<file path="src/rtl/calc_alu_sequencer.sv">
// calc_alu_sequencer
//   Owns the calculator's 8-bit ALU. It takes one command at a time. ADD/SUB/
//   AND/OR/SLT finish in a single ALU pass. MUL (shift-add) and DIV (restoring)
//   run WIDTH iterations through the same ALU, with the 16-bit working pair
//   {hi,lo} held here.
// Ports
//   clock, reset_n        rising-edge clock, synchronous active-low reset
//   start, cmd, op_a/b    command strobe (taken in IDLE or DONE), opcode, operands
//   alu_a/b/operation     drive the external ALU (all zero when idle)
//   alu_result/carry_out/overflow  ALU response, same cycle
//   busy, done            busy in EXEC/MUL/DIV; done is a one-cycle pulse
//   result, result_hi     low byte/quotient, high byte/remainder
//   carry, overflow, zero, error   completion flags, held until the next start
module calc_alu_sequencer #(
  parameter int WIDTH = 8
) (
  input  logic             clock,
  input  logic             reset_n,
  input  logic             start,
  input  logic [2:0]       cmd,
  input  logic [WIDTH-1:0] op_a,
  input  logic [WIDTH-1:0] op_b,
  output logic [WIDTH-1:0] alu_a,
  output logic [WIDTH-1:0] alu_b,
  output logic [3:0]       alu_operation,
  input  logic [WIDTH-1:0] alu_result,
  input  logic             alu_carry_out,
  input  logic             alu_overflow,
  output logic             busy,
  output logic             done,
  output logic [WIDTH-1:0] result,
  output logic [WIDTH-1:0] result_hi,
  output logic             carry,
  output logic             overflow,
  output logic             zero,
  output logic             error
);
  localparam int CW = $clog2(WIDTH);

  localparam logic [2:0] C_ADD = 3'd0, C_SUB = 3'd1, C_AND = 3'd2, C_OR = 3'd3,
                         C_SLT = 3'd4, C_MUL = 3'd5, C_DIV = 3'd6;

  typedef enum logic [2:0] {S_IDLE, S_EXEC, S_MUL, S_DIV, S_DONE} state_t;

  state_t           state, state_n;
  logic [2:0]       cmd_q;
  logic [WIDTH-1:0] a_q, b_q;
  logic [WIDTH-1:0] hi, lo;   // MUL: product hi/lo ; DIV: remainder/quotient
  logic [CW-1:0]    cnt;
  logic             res_valid; // a result has been produced since the last start

  logic             accept, last;
  logic             mul_c;
  logic [WIDTH-1:0] mul_sum, mul_hi_n, mul_lo_n;
  logic [WIDTH:0]   r9;
  logic             div_take;
  logic [WIDTH-1:0] div_rem_n, div_q_n;

  assign accept = start && (state == S_IDLE || state == S_DONE);
  assign last   = (cnt == CW'(WIDTH - 1));

  // Shift-add step: add the multiplicand only when the multiplier LSB is set,
  // then shift the 17-bit {carry,hi,lo} right by one.
  assign mul_c    = lo[0] & alu_carry_out;
  assign mul_sum  = lo[0] ? alu_result : hi;
  assign mul_hi_n = {mul_c, mul_sum[WIDTH-1:1]};
  assign mul_lo_n = {mul_sum[0], lo[WIDTH-1:1]};

  // Restoring divide step: shift the next dividend bit into the remainder.
  // The shifted remainder is 9 bits; if its top bit is set it is certainly
  // >= divisor even though the 8-bit subtraction borrows.
  assign r9        = {hi, lo[WIDTH-1]};
  assign div_take  = r9[WIDTH] | alu_carry_out;
  assign div_rem_n = div_take ? alu_result : r9[WIDTH-1:0];
  assign div_q_n   = {lo[WIDTH-2:0], div_take};

  always_ff @(posedge clock) begin
    if (!reset_n) state <= S_IDLE;
    else          state <= state_n;
  end

  always_comb begin
    state_n       = state;
    alu_a         = '0;
    alu_b         = '0;
    alu_operation = 4'b0000;
    case (state)
      S_IDLE, S_DONE: begin
        state_n = S_IDLE;
        if (accept) begin
          if (cmd <= C_SLT)      state_n = S_EXEC;
          else if (cmd == C_MUL) state_n = S_MUL;
          else if (cmd == C_DIV) state_n = (op_b == '0) ? S_DONE : S_DIV;
          else                   state_n = S_DONE;
        end
      end
      S_EXEC: begin
        state_n = S_DONE;
        alu_a   = a_q;
        alu_b   = b_q;
        case (cmd_q)
          C_ADD:   alu_operation = 4'b0010;
          C_SUB:   alu_operation = 4'b0110;
          C_AND:   alu_operation = 4'b0000;
          C_OR:    alu_operation = 4'b0001;
          default: alu_operation = 4'b0111;
        endcase
      end
      S_MUL: begin
        if (last) state_n = S_DONE;
        alu_a         = hi;
        alu_b         = a_q;
        alu_operation = 4'b0010;
      end
      S_DIV: begin
        if (last) state_n = S_DONE;
        alu_a         = r9[WIDTH-1:0];
        alu_b         = b_q;
        alu_operation = 4'b0110;
      end
      default: state_n = S_IDLE;
    endcase
  end

  always_ff @(posedge clock) begin
    if (!reset_n) begin
      cmd_q     <= '0;
      a_q       <= '0;
      b_q       <= '0;
      hi        <= '0;
      lo        <= '0;
      cnt       <= '0;
      result    <= '0;
      result_hi <= '0;
      carry     <= 1'b0;
      overflow  <= 1'b0;
      error     <= 1'b0;
      res_valid <= 1'b0;
    end else begin
      case (state)
        S_IDLE, S_DONE: if (accept) begin
          cmd_q     <= cmd;
          a_q       <= op_a;
          b_q       <= op_b;
          cnt       <= '0;
          carry     <= 1'b0;
          overflow  <= 1'b0;
          error     <= 1'b0;
          res_valid <= 1'b0;
          if (cmd == C_MUL) begin
            hi <= '0;
            lo <= op_b;
          end else if (cmd == C_DIV && op_b != '0) begin
            hi <= '0;
            lo <= op_a;
          end else if (cmd == C_DIV) begin
            error     <= 1'b1;
            result    <= '1;
            result_hi <= op_a;
            res_valid <= 1'b1;
          end else if (cmd > C_DIV) begin
            error     <= 1'b1;
            result    <= '0;
            result_hi <= '0;
            res_valid <= 1'b1;
          end
        end
        S_EXEC: begin
          result    <= alu_result;
          result_hi <= '0;
          res_valid <= 1'b1;
          if (cmd_q == C_ADD || cmd_q == C_SUB) begin
            carry    <= alu_carry_out;
            overflow <= alu_overflow;
          end
        end
        S_MUL: begin
          hi  <= mul_hi_n;
          lo  <= mul_lo_n;
          cnt <= cnt + 1'b1;
          if (last) begin
            result    <= mul_lo_n;
            result_hi <= mul_hi_n;
            overflow  <= (mul_hi_n != '0);
            res_valid <= 1'b1;
          end
        end
        S_DIV: begin
          hi  <= div_rem_n;
          lo  <= div_q_n;
          cnt <= cnt + 1'b1;
          if (last) begin
            result    <= div_q_n;
            result_hi <= div_rem_n;
            res_valid <= 1'b1;
          end
        end
        default: ;
      endcase
    end
  end

  assign busy = (state == S_EXEC) || (state == S_MUL) || (state == S_DIV);
  assign done = (state == S_DONE);
  assign zero = res_valid && ({result_hi, result} == '0);

endmodule

</file>
<file path="config.mk">
export PLATFORM = sky130hd
export DESIGN_NAME = calc_alu_sequencer
export DESIGN_NICKNAME = d
export VERILOG_FILES = /design/src/rtl/calc_alu_sequencer.sv
export SDC_FILE = /design/constraint.sdc
export NUM_CORES = 1
export LEC_CHECK = 0
export ABC_AREA = 1
export CAP_MARGIN = 5
export CORE_MARGIN = 3
export CORE_UTILIZATION = 55
export CTS_CLUSTER_SIZE = 12
export DETAILED_ROUTE_END_ITERATION = 8
export GPL_ROUTABILITY_DRIVEN = 0
export PLACE_DENSITY = 0.85
export SLEW_MARGIN = 20
export SYNTH_ARGS = -nofsm -noshare
export SYNTH_HDL_FRONTEND = slang
export SYNTH_SLANG_ARGS = --single-unit
</file>
<file path="constraint.sdc">
create_clock -name clock -period 2.24 [get_ports clock]
set_input_delay 0.224 -clock clock [delete_from_list [all_inputs] [get_ports clock]]
set_output_delay 0.224 -clock clock [all_outputs]
set_load 0.01 [all_outputs]
</file>
---- Word level (Yosys, flattened, before mapping) ----
Cells that the tools add are included.
storage, ports and cells
  memories ................................ 0
  bits in registers ....................... 61
  input bits .............................. 32
  word-level logic and storage cells ...... 117
  output and inout bits ................... 42
  memory bits (writable) .................. 0
  bits in latches ......................... 0
  bits in read-only memories .............. 0
operators by class
  bitwise logic cells ..................... 2
  mux-type cells .......................... 51
  add/subtract/negate cells ............... 1
  equality and inequality tests ........... 19
  multipliers ............................. 0
  order comparisons ....................... 2
  shifts and indexed selects .............. 0
  reduce and logical (&&, ||, !) cells .... 29
  divide/modulo/power cells ............... 0
operator list
  kind                number
  $mux 8              21
  $pmux 8 s3          3
  $pmux 8 s4          2
  $mux 3              7
  $pmux 3 s3          2
  $logic_not 16->1    1
  $pmux 8 s2          1
  $reduce_bool 8->1   2
  $eq 3x2->1 const B  4
  $eq 3x3->1 const B  4
  $ne 2x2->1 const B  6
  $pmux 3 s4          1
  $mux 1              10
  $reduce_and 3->1    3
  $reduce_bool 3->1   3
  $logic_not 8->1     1
  $reduce_and 7->1    1
  $eq 3x1->1 const B  2
  $logic_not 3->1     2
  $ne 3x3->1 const B  2
  $pmux 1 s3          2
  $pmux 3 s2          1
  $reduce_or 2->1     3
  $logic_or 1x1->1    4
  12 further kinds    16

---- Logic depth before layout (Yosys ltp) ----
Gate-level depths: netlist (run 1).
  word-level depth ........................ 7
  mapped depth ............................ 11
  mapped depth without buffers ............ 9

---- Worst setup path before layout (run 1) ----
Ideal clock, no wire load.
  path kind ............................... register to output
  start ................................... register state[0]
  end ..................................... output port alu_operation[2]
  data arrival time ....................... 1.444 ns
  buffers on the path ..................... 3
  data required time ...................... 2.016 ns
  stages on the path, launching flop included .. 8
  slack ................................... 0.572 ns
  cell sequence ........................... dfxtp_1 buf_2 nand2_1 nor2_1 buf_4 buf_4 nand2_1 o21ai_0
on the way
  cells in the longest elaborated chain, start to end .. 2
  elaborated cells on any way between the ends .. 4
  classes of those cells .................. 3 x eq/ne; 1 x mux
RTL lines
  item                                             line  text
  start, declared                                  45    state_t state, state_n;
  start signal, assigned                           79    else state <= state_n;
  $eq 3x2->1 / $eq 3x1->1 (equally long branches)  87    case (state)
  $pmux 3 s3 *                                     87
  end, declared                                    25    output logic [3:0] alu_operation,
Every way passes the cells marked *; elsewhere a longest branch is shown, timed or not.

---- Final worst setup path (run 1) ----
  start ................................... register state[2]
  end ..................................... output port alu_operation[1]
The elaborated chain is that of the path after synthesis.

==> results by group, run 1 <==
Outcome
  • Outcome: completed

Final layout
  • Fraction of layout instances using a drive strength above 1: 8.252%
  • Final-layout fill cell count: 496
  • Area Overhead vs Synth: 30.40%
  • Storage cell area: 0.001224 mm2
  • Layout Nets: 649
  • Final Instance Area: approximately 0.0045 mm2
  • Antenna Cells: 0
  • Area of the multi-input gates: 0.001888 mm2
  • Final std cells w/o fill: 693

STA
  • Setup Skew: 0.01113 ns
  • Min Tclk post-route: ~2.2 ns
  • Max Freq: 0.4534 GHz
  • # setup viols final: 0
  • Measured slew at the worst slew-check pin: 0.6176 ns
  • Tcrit/Tclk final: between 90% and 100%
  • Setup_tns: 0 ns
  • Final hold viol count: 0
  • Slew Limit Fails: 0
  • RSZ-0062 raised after global routing: yes
  • Slew HR: 58.77%
  • Min Hold Slack: around 0.46 ns

Pwr
  • Seq pwr share: 42.6%
  • P_sw: 0.9345 mW
  • Static Leak: slightly above 2 nW
  • Peak VDD IR: 465.4 uV
  • Switching Fraction: 31.47%
  • Clock power frac: 32.4%
  • Pint: 2.035 mW
  • Cell Pwr Density: about 670 mW/mm2
  • Part of the power in combinational logic: between 20% and 30%

Global route
  • Met1 Use GR: 40.68%
  • Vias in the first global route: approximately 3,500
  • First-pass GRT wire length: 16,870 um
  • GRT Residual Overflow: 0
  • Layer with the highest usage: met2
  • Met3 usage: 4.660%
  • Tot GR Track Use: 29.50%
  • Initial antenna violation count: 0
  • Met2 global-route usage: 45.62%
  • Largest net degree at the start of global routing: 31

Placed design
  • Dpl cell area: 0.004208 mm2
  • Placed cells: 676
  • DP HPWL: 7937 um
  • Port Buffer Count: 72

Logic synthesis
  • Area share of fa/ha/maj cells after synthesis: less than 1%
  • Syn nets: 575
  • Post-synthesis mux area share: 0%
  • Compound-gate portion of the synthesized area: 20.15%
  • Largest family of logic cells by synthesized area: simple AND/OR/NAND/NOR gates
  • Syn Inst Count: 541
  • Syn avg cell area: approximately 6.3 um2
  • Netlist cell types: 32
  • Synth Area in Simple Gates: 33.61%
  • YS warnings: 0
  • Sequential area share after synthesis: 35.70%
  • XOR/XNOR Fraction of Synth Area: 0%
  • Number of synthesized register bits: between 60 and 70
  • Post-synthesis cell area: 0.003421 mm2

Setup path
  • Worst reg2reg path depth: 11
  • Crit path required time: ~2.0 ns
  • Worst EP arrival: 1.98 ns
  • CP endpoint kind: output port
  • CP Launch Type: flop
  • CP Class: flop to output port
  • Critical Path Fanout Max: 11

CTS
  • Clock root cell: clkbuf_8
  • TritonCTS clock tree: built
  • Hold Buf Count CTS: 0
  • Reg clk slew, reported paths: ~0.070 ns
  • H-tree levels: 3
  • CTS Sinks: 61
  • Clock buffer depth: 2
  • Total CTS buffers: 9
  • Worst skew pair latency: ~0.34 ns

Floorplan
  • Die Area: 0.007202 mm2
  • I/O pin cnt: 74
  • Die height: 84.87 um
  • Initial core utilization: roughly 57%
  • Core Footprint: 0.005956 mm2
  • Die width: 84.87 um
  • Row count: 28

Route
  • DRC Markers: 0
  • Antenna-violating nets left: 0
  • Drt first pass iters: 6
  • Vias: 4,021
  • Wire length per cell: 15.52 um
  • Starting DRT DRC Count: between 600 and 700
  • Via/cell ratio: approximately 5.8
  • Final wirelength: about 11,000 um

Run
  • Max-cap violations: 0

Hold path
  • Hold path depth: 2
  • HP Class: flop to flop
==> stage by stage <==
stage	util [%]	power (mW)	setup slack, ns
detailed placement	70.65	1.997	0.1310
global route	74.90	3.095	-0.01752
finish	74.90	2.970	0.03457
CTS	73.91	2.944	0.01276
global placement	70.65	1.978	0.1897
floorplan	-	1.701	0.5725
==> final timing paths <==
kind,from,endpoint,slack (ns)
setup / recovery,state[2],alu_operation[1],0.03
hold / removal,hi[4],hi[4],0.46
setup reg to reg,state[2],lo[5],0.30
hold reg to reg,hi[4],hi[4],0.46
==> flip-flops by register name (all words and copies together), names as in the netlist, 3 cells and up <==
register and cells:
a_q 8, b_q 8, cmd_q 3, cnt 3
hi 8, lo 8, result 8, result_hi 8
state 3
==> routing by layer <==
metal  wire [um]  part of all wire [%]
met5           0                     0
met4         374                   3.5
met2        4917                    46
met1        4286                    40
met3        1174                    11
==> cell usage after synthesis (all sizes together) <==
library cell / number / area (um2)
nor2: 83 / 314.1
a21oi: 50 / 250.2
nand2: 153 / 591.8
ha: 2 / 25.02
a32o: 6 / 60.06
buf: 16 / 106.4
conb: 1 / 3.750
or2: 1 / 6.260
clkinv: 1 / 3.750
dfxtp: 61 / 1221
clkbuf: 13 / 48.80
nor4: 3 / 18.77
and2: 1 / 6.260
o221ai: 7 / 61.31
o21a: 3 / 22.52
nand3: 34 / 187.7
inv: 46 / 172.7
o211ai: 2 / 15.01
o21ai: 50 / 250.2
a22oi: 4 / 30.03
nor3: 4 / 25.02
==> area by class of cell <==
type / instances / area share, %
clock buffers: 10 / 3.086
clock inverters: 4 / 1.122
inverters: 47 / 4.011
multi-input cells: 404 / 42.33
flip-flops and latches: 61 / 27.43
well taps: 75 / 2.104
repair buffers: 92 / 19.92
==> cells by family after synthesis <==
group                    after synthesis
other                                  1
AND/OR/NAND/NOR                      279
buffers and inverters                 76
adder cells (fa/ha/maj)                2
flip-flops                            61
AO/OA/AOI/OAI                        122
==> what timing repair did <==
item,CTS,global route
cloned,0,0
setup buffers,0,3
gates resized for setup,3,12
endpoints found under the hold margin,0,0
setup endpoints to repair,7,17
==> power by group through the flow <==
stage               Combinational, mW  Sequential, mW  Clock [mW]
CTS                             0.722            1.26       0.962
floorplan                       0.424            1.28           0
finish                          0.742            1.26       0.963
detailed placement              0.713            1.28           0
global placement                0.699            1.28           0
global route                    0.815            1.28        1.00
==> layout by cell type, fill, tap and decap left out, types with 3 or more instances in the layout <==
cell	synthesis	final
a32o_1	6	6
nor2_1	82	81
clkdlybuf4s50_1	0	68
inv_1	44	44
dfxtp_1	61	59
a21oi_1	50	50
nand2_2	4	3
o21ai_0	49	48
a22oi_1	4	4
dlymetal6s2s_1	0	4
o221ai_1	7	6
buf_4	4	18
nand3_1	32	32
nand2_1	148	148
nor3_1	3	3
o21a_1	3	3
clkbuf_8	0	10
==> critical path, stage by stage (launching register included) <==
cell and delay (ns):
dfxtp_1 0.36, inv_1 0.10, buf_6 0.16, nand3_4 0.18, nand2_4 0.15, inv_1 0.08
nand2_1 0.07, clkdlybuf4s50_1 0.54
No activity file was read; power rests on OpenSTA's default activity.
==> run 2, diff against run 1 <==
- CAP_MARGIN: 5 -> unset
==> results of run 2 <==
No change in the layout: final DEF, timing and power equal those of run 1.
